==> config.mk <==
export PLATFORM = sky130hd
export DESIGN_NAME = timer_counter
export DESIGN_NICKNAME = d
export VERILOG_FILES = /design/src/rtl/timer_counter.sv
export SDC_FILE = /design/constraint.sdc
export NUM_CORES = 1
export LEC_CHECK = 0
export CORE_AREA = 3 3 88 90
export DETAILED_ROUTE_END_ITERATION = 16
export DIE_AREA = 0 0 91 93
export PLACE_DENSITY = 0.9
export SLEW_MARGIN = 10
export SYNTH_ARGS = -nofsm -noshare
export SYNTH_HDL_FRONTEND = slang
export SYNTH_SLANG_ARGS = --single-unit
==> constraint.sdc <==
create_clock -name clk -period 5.66 [get_ports clk]
set_input_delay 1.132 -clock clk [delete_from_list [all_inputs] [get_ports clk]]
set_output_delay 1.132 -clock clk [all_outputs]
set_load 0.01 [all_outputs]
==> src/rtl/timer_counter.sv <==
// Programmable down-counting timer with a bus-mapped CTRL/PRESET/COUNT register file and a masked interrupt.
// Define TIMER_AUTORELOAD_EN to enable the MODE=1 auto-reload behaviour.
module timer_counter (
  input  logic        clk,
  input  logic        reset,
  input  logic [1:0]  addr,
  input  logic        we,
  input  logic [3:0]  be,
  input  logic [31:0] din,
  output logic [31:0] dout,
  output logic        irq
);

  typedef enum logic [1:0] {
    IDLE = 2'd0,
    LOAD = 2'd1,
    CNT  = 2'd2,
    INT  = 2'd3
  } state_t;

  state_t      state, state_n;
  logic        en, en_n;
  logic        im, im_n;
  logic [1:0]  mode;
  logic [31:0] preset, preset_n;
  logic [31:0] count, count_n;
  logic        pending, pending_n;
  logic        reload;

`ifdef TIMER_AUTORELOAD_EN
  logic [1:0] mode_n;

  always_comb begin
    mode_n = mode;
    if (we && addr == 2'd0 && be[0])
      mode_n = din[2:1];
  end

  always_ff @(posedge clk or posedge reset) begin
    if (reset) mode <= '0;
    else       mode <= mode_n;
  end

  assign reload = (mode == 2'd1);
`else
  assign mode   = '0;
  assign reload = 1'b0;
`endif

  // FSM update first, then the bus write overrides it so software always wins on a shared edge.
  always_comb begin
    state_n   = state;
    en_n      = en;
    im_n      = im;
    preset_n  = preset;
    count_n   = count;
    pending_n = pending;

    case (state)
      IDLE: if (en) state_n = LOAD;
      LOAD: begin
        count_n   = preset;
        // only an auto-reload pass can arrive here with pending set
        pending_n = 1'b0;
        state_n   = CNT;
      end
      CNT: begin
        if (!en) begin
          state_n = IDLE;
        end else if (count > 32'd1) begin
          count_n = count - 32'd1;
        end else begin
          count_n = '0;
          state_n = INT;
        end
      end
      INT: begin
        pending_n = 1'b1;
        if (reload) begin
          state_n = LOAD;
        end else begin
          en_n    = 1'b0;
          state_n = IDLE;
        end
      end
      default: state_n = IDLE;
    endcase

    if (we) begin
      case (addr)
        2'd0: begin
          pending_n = 1'b0;
          if (be[0]) begin
            en_n = din[0];
            im_n = din[3];
            if (!din[0]) state_n = IDLE;
          end
        end
        2'd1: begin
          for (int unsigned i = 0; i < 4; i++)
            if (be[i]) preset_n[8*i +: 8] = din[8*i +: 8];
        end
        default: ;
      endcase
    end
  end

  always_ff @(posedge clk or posedge reset) begin
    if (reset) begin
      state   <= IDLE;
      en      <= 1'b0;
      im      <= 1'b0;
      preset  <= '0;
      count   <= '0;
      pending <= 1'b0;
      irq     <= 1'b0;
    end else begin
      state   <= state_n;
      en      <= en_n;
      im      <= im_n;
      preset  <= preset_n;
      count   <= count_n;
      pending <= pending_n;
      irq     <= pending_n & im_n;
    end
  end

  always_comb begin
    dout = '0;
    case (addr)
      2'd0:    dout = {28'd0, im, mode, en};
      2'd1:    dout = preset;
      2'd2:    dout = count;
      default: dout = '0;
    endcase
  end

endmodule

==> impl_metrics.prom <==
# TYPE chip_impl_metric gauge
chip_impl_metric{name="via_count_of_the_first_global_routing_pass",unit=""} 3741
chip_impl_info{name="cp_top_family",value="buffers and inverters"} 1
chip_impl_metric{name="n_antenna_cell",unit=""} 0
chip_impl_metric{name="ff_latch_area",unit="sq um"} 1750
chip_impl_metric{name="tightest_slew",unit="ns"} 1.13
chip_impl_metric{name="slowest_delay",unit="ns"} 0.59
chip_impl_metric{name="floorplan.die_area",unit="sq um"} 8460
chip_impl_metric{name="detail_route.iter0.violations",unit=""} 395
chip_impl_info{name="critical_path.slowest_cell",value="sky130_fd_sc_hd__clkdlybuf4s50_1"} 1
chip_impl_metric{name="placedCellCount",unit=""} 546
chip_impl_metric{name="num-nets-final",unit=""} 501
chip_impl_metric{name="synthToLayoutAreaGrowth",unit="%"} 25.0
chip_impl_metric{name="globalRoute.totalOverflow",unit=""} 0
chip_impl_metric{name="antenna_violations_before_repair",unit=""} 0
chip_impl_metric{name="final.period_utilization",unit="%"} 78.7
chip_impl_metric{name="postLayoutCoreUtil",unit="%"} 69.5
chip_impl_metric{name="grt_pass1_wl",unit="microns"} 17900
chip_impl_metric{name="postSynth.asyncResetShare",unit="%"} 100
chip_impl_metric{name="wire_per_inst",unit="microns"} 19.6
chip_impl_metric{name="chipWidth",unit="microns"} 91
chip_impl_metric{name="sequentialPowerShare",unit="%"} 39.3
chip_impl_metric{name="post_synth_instance_area",unit="sq um"} 3970
chip_impl_metric{name="place.detailed.hpwl",unit="microns"} 7610
chip_impl_metric{name="insertion_delay",unit="ns"} 0.34
chip_impl_metric{name="post_drt_via_cell_ratio",unit=""} 6.72
chip_impl_metric{name="grt_max_degree",unit=""} 37
chip_impl_metric{name="finalClockSkew",unit="ns"} 0.00708
chip_impl_metric{name="cell_leakage_power",unit="nW"} 1.96
chip_impl_metric{name="power_per_cell_area",unit="nW/um^2"} 454
chip_impl_metric{name="pwr-share-clk",unit="%"} 18.2
chip_impl_metric{name="area_occupied_by_multi_input_gates",unit="sq um"} 2060
chip_impl_metric{name="post_cts_resized",unit=""} 0
chip_impl_metric{name="cp_num_buf_inv",unit=""} 3
chip_impl_info{name="reg2reg_from",value="count[12]"} 1
chip_impl_metric{name="synth-seq-cells",unit=""} 70
chip_impl_metric{name="switching_power",unit="mW"} 0.941
chip_impl_metric{name="post-cts-setup-buffers",unit=""} 0
chip_impl_metric{name="report.final.slew_viol_count",unit=""} 0
chip_impl_info{name="ys.flop_type",value="sky130_fd_sc_hd__dfrtp_1"} 1
chip_impl_metric{name="drt-pass1-iter-count",unit=""} 5
chip_impl_metric{name="finalSetupTns",unit="ns"} 0
chip_impl_info{name="unrepaired_setup_endpoints_after_global_routing",value="no"} 1
chip_impl_info{name="cts_root_buffer",value="sky130_fd_sc_hd__clkbuf_8"} 1
chip_impl_metric{name="post-route-min-period",unit="ns"} 4.45
chip_impl_metric{name="design.portCount",unit=""} 74
chip_impl_metric{name="hold_viol_final",unit=""} 0
chip_impl_metric{name="fill_cells",unit=""} 569
chip_impl_metric{name="peakVddDrop",unit="uV"} 244
chip_impl_metric{name="tritoncts_num_sinks",unit=""} 70
chip_impl_metric{name="critPathArrivalTime",unit="ns"} 3.32
chip_impl_info{name="setup.worst_path.start",value="addr[0]"} 1
chip_impl_info{name="result_of_the_run",value="finished, final reports clean"} 1
chip_impl_metric{name="ctsLongestPathBuffers",unit=""} 2
chip_impl_metric{name="synthesis.yosys.warnings",unit=""} 0
chip_impl_metric{name="p_int",unit="mW"} 1.31
chip_impl_metric{name="dr_wl_met3",unit="microns"} 923
chip_impl_info{name="maxUsedRoutingLayer",value="met4"} 1
chip_impl_info{name="clock_tree_from_tritoncts",value="built"} 1
chip_impl_metric{name="p_comb_share",unit="%"} 42.5
chip_impl_metric{name="mean_cell_area_of_the_mapped_netlist",unit="sq um"} 10.1
chip_impl_metric{name="layout.cells.non_filler",unit=""} 562
chip_impl_metric{name="seq_area_frac_synth",unit="%"} 44.2
chip_impl_metric{name="fraction_of_layout_instances_using_a_drive_strength_above_1",unit="%"} 14.0
chip_impl_metric{name="track_usage",unit="%"} 26.2
chip_impl_metric{name="cts.reportedPaths.clkPinSlew",unit="ns"} 0.07
chip_impl_info{name="min_path_type",value="register to register"} 1
chip_impl_metric{name="cp.required",unit="ns"} 4.53
chip_impl_metric{name="drc",unit=""} 0
chip_impl_metric{name="port-buffer-count",unit=""} 73
chip_impl_metric{name="critical_path.max_fanout",unit=""} 26
chip_impl_metric{name="floorplan.initialDensity",unit="%"} 55.6
chip_impl_metric{name="synth_cell_type_count",unit=""} 56
chip_impl_metric{name="fp.coreArea",unit="sq um"} 7140
chip_impl_metric{name="route.vias.total",unit=""} 3777
chip_impl_metric{name="num_rows",unit=""} 31
chip_impl_metric{name="finalWeightedCongestion",unit=""} 0.911
chip_impl_metric{name="met2_length",unit="microns"} 5250
chip_impl_metric{name="max_capacitance_violation_count",unit=""} 0
chip_impl_info{name="path_common_cell",value="sky130_fd_sc_hd__clkdlybuf4s50_1"} 1
chip_impl_metric{name="drt-met1-wl",unit="microns"} 4430
chip_impl_metric{name="drtAntennaViolNets",unit=""} 0
chip_impl_info{name="layout_commonest_cell",value="sky130_fd_sc_hd__clkdlybuf4s50_1"} 1
chip_impl_metric{name="post_synth_inst_count",unit=""} 394
chip_impl_info{name="critical_path_type",value="input pin to output port"} 1
chip_impl_info{name="timing.critical_path.to_type",value="output port"} 1
chip_impl_metric{name="die_h",unit="microns"} 93
chip_impl_metric{name="timing.fmax",unit="MHz"} 224
chip_impl_metric{name="max_slew_margin",unit="%"} 24.8
chip_impl_info{name="holdCritStartpoint",value="im"} 1
chip_impl_metric{name="cts_made_buffers",unit=""} 9
chip_impl_metric{name="count_of_flip_flops_with_a_built_in_enable_after_synthesis",unit=""} 0
chip_impl_info{name="layout.cells.most_common_list",value="sky130_fd_sc_hd__clkdlybuf4s50_1, sky130_fd_sc_hd__dfrtp_1, sky130_fd_sc_hd__a22o_1"} 1
chip_impl_info{name="cp_cell_sequence",value="clkdlybuf4s50_1 -> nor2b_2 -> buf_4 -> a22o_1 -> clkdlybuf4s50_1"} 1
chip_impl_metric{name="power.share.switching",unit="%"} 41.8
chip_impl_metric{name="cts_hold_repair.buffers",unit=""} 0
chip_impl_info{name="startpoint_type",value="input pin"} 1
chip_impl_metric{name="overall_routed_net_length",unit="microns"} 11000
chip_impl_metric{name="synth_nets",unit=""} 437
chip_impl_metric{name="setup_viol",unit=""} 0
chip_impl_metric{name="cts-htree-levels",unit=""} 3
flip-flops by register name (all words and copies together), names as in the netlist:
| signal | cells |
|---|---|
| en | 1 |
| im | 1 |
| irq | 1 |
| preset | 32 |
| pending | 1 |
| state | 2 |
| count | 32 |
cell families (layout without fill, tap and decap cells):
kind of cell	after synthesis	after routing	synth area share, %
mux	36	36	10.1
flops	70	70	44.2
buf+inv	39	108	4.01
compound gates	126	126	24.4
simple gates	121	121	16.7
fa+ha+maj	2	2	0.631
worst paths after layout:
| kind | endpoint | slack [ns] | cells past startpoint |
|---|---|---|---|
| max | dout[6] | 1.21 | 5 |
| min reg2reg | im | 0.53 | 1 |
| min in group asynchronous | preset[5] | 1.25 | 2 |
| max in group asynchronous | state[1] | 3.46 | 3 |
| min | im | 0.53 | 1 |
| max reg2reg | count[14] | 2.23 | 6 |
synth_stat cells (5+ instances only):
cell type | n | area share [%]
sky130_fd_sc_hd__dfrtp_1 | 70 | 44
sky130_fd_sc_hd__a22o_1 | 36 | 8.0
sky130_fd_sc_hd__mux2_2 | 33 | 9.4
sky130_fd_sc_hd__nand2_1 | 27 | 2.6
sky130_fd_sc_hd__clkbuf_1 | 22 | 2.1
sky130_fd_sc_hd__o21ai_0 | 17 | 2.1
sky130_fd_sc_hd__nor2_1 | 16 | 1.5
sky130_fd_sc_hd__inv_1 | 14 | 1.3
sky130_fd_sc_hd__nand3_1 | 14 | 1.8
sky130_fd_sc_hd__a21oi_1 | 11 | 1.4
sky130_fd_sc_hd__nor3_1 | 11 | 1.4
sky130_fd_sc_hd__nor4_1 | 10 | 1.6
sky130_fd_sc_hd__a22oi_1 | 7 | 1.3
sky130_fd_sc_hd__a32oi_1 | 7 | 1.5
sky130_fd_sc_hd__o211ai_1 | 7 | 1.3
sky130_fd_sc_hd__or3_1 | 7 | 1.1
sky130_fd_sc_hd__o2bb2ai_1 | 6 | 1.3
sky130_fd_sc_hd__o311ai_0 | 6 | 1.3
sky130_fd_sc_hd__and3_1 | 5 | 0.79
stage by stage:
stage	power [mW]	setup slack, ns	cell area [sq um]	hold slack [ns]
2_1_floorplan	1.49	2.57	3970	0.477
3_3_place_gp	1.77	1.32	4760	0.512
3_5_place_dp	1.82	1.25	4760	0.519
4_1_cts	2.23	1.24	4960	0.533
5_1_grt	2.38	1.09	4960	0.552
6_report	2.25	1.21	4960	0.530
worst register-to-register path: cells and delay by family, from the launching register on:
| family | cells | cell delay, ns |
|---|---|---|
| flops | 1 | 0.45 |
| simple gates | 2 | 1.17 |
| buf+inv | 1 | 0.34 |
| compound gates | 3 | 1.36 |
layout make-up:
| class | instances | area share [%] |
|---|---|---|
| tap | 99 | 2.50 |
| sequential | 70 | 35.3 |
| clock buffer | 13 | 3.21 |
| multi-input combinational | 285 | 41.5 |
| inverter | 14 | 1.06 |
| clock inverter | 3 | 0.858 |
| timing repair buffer | 78 | 15.5 |
metal layers:
layer  track usage, %  vias up
met5                0        -
met3             4.42       52
li1                 -     1663
met4             14.6        0
met2             43.3      231
met1             32.9     1831
power by group through the flow:
| stage | Clock (mW) | Sequential, mW | Combinational (mW) |
|---|---|---|---|
| after floorplan | 0 | 0.792 | 0.697 |
| after global routing | 0.431 | 0.910 | 1.04 |
| after detailed placement | 0 | 0.883 | 0.934 |
| after CTS | 0.413 | 0.874 | 0.941 |
| final | 0.410 | 0.884 | 0.955 |
| after global placement | 0 | 0.870 | 0.897 |
Note: power is estimated with default switching activity, not from simulation.
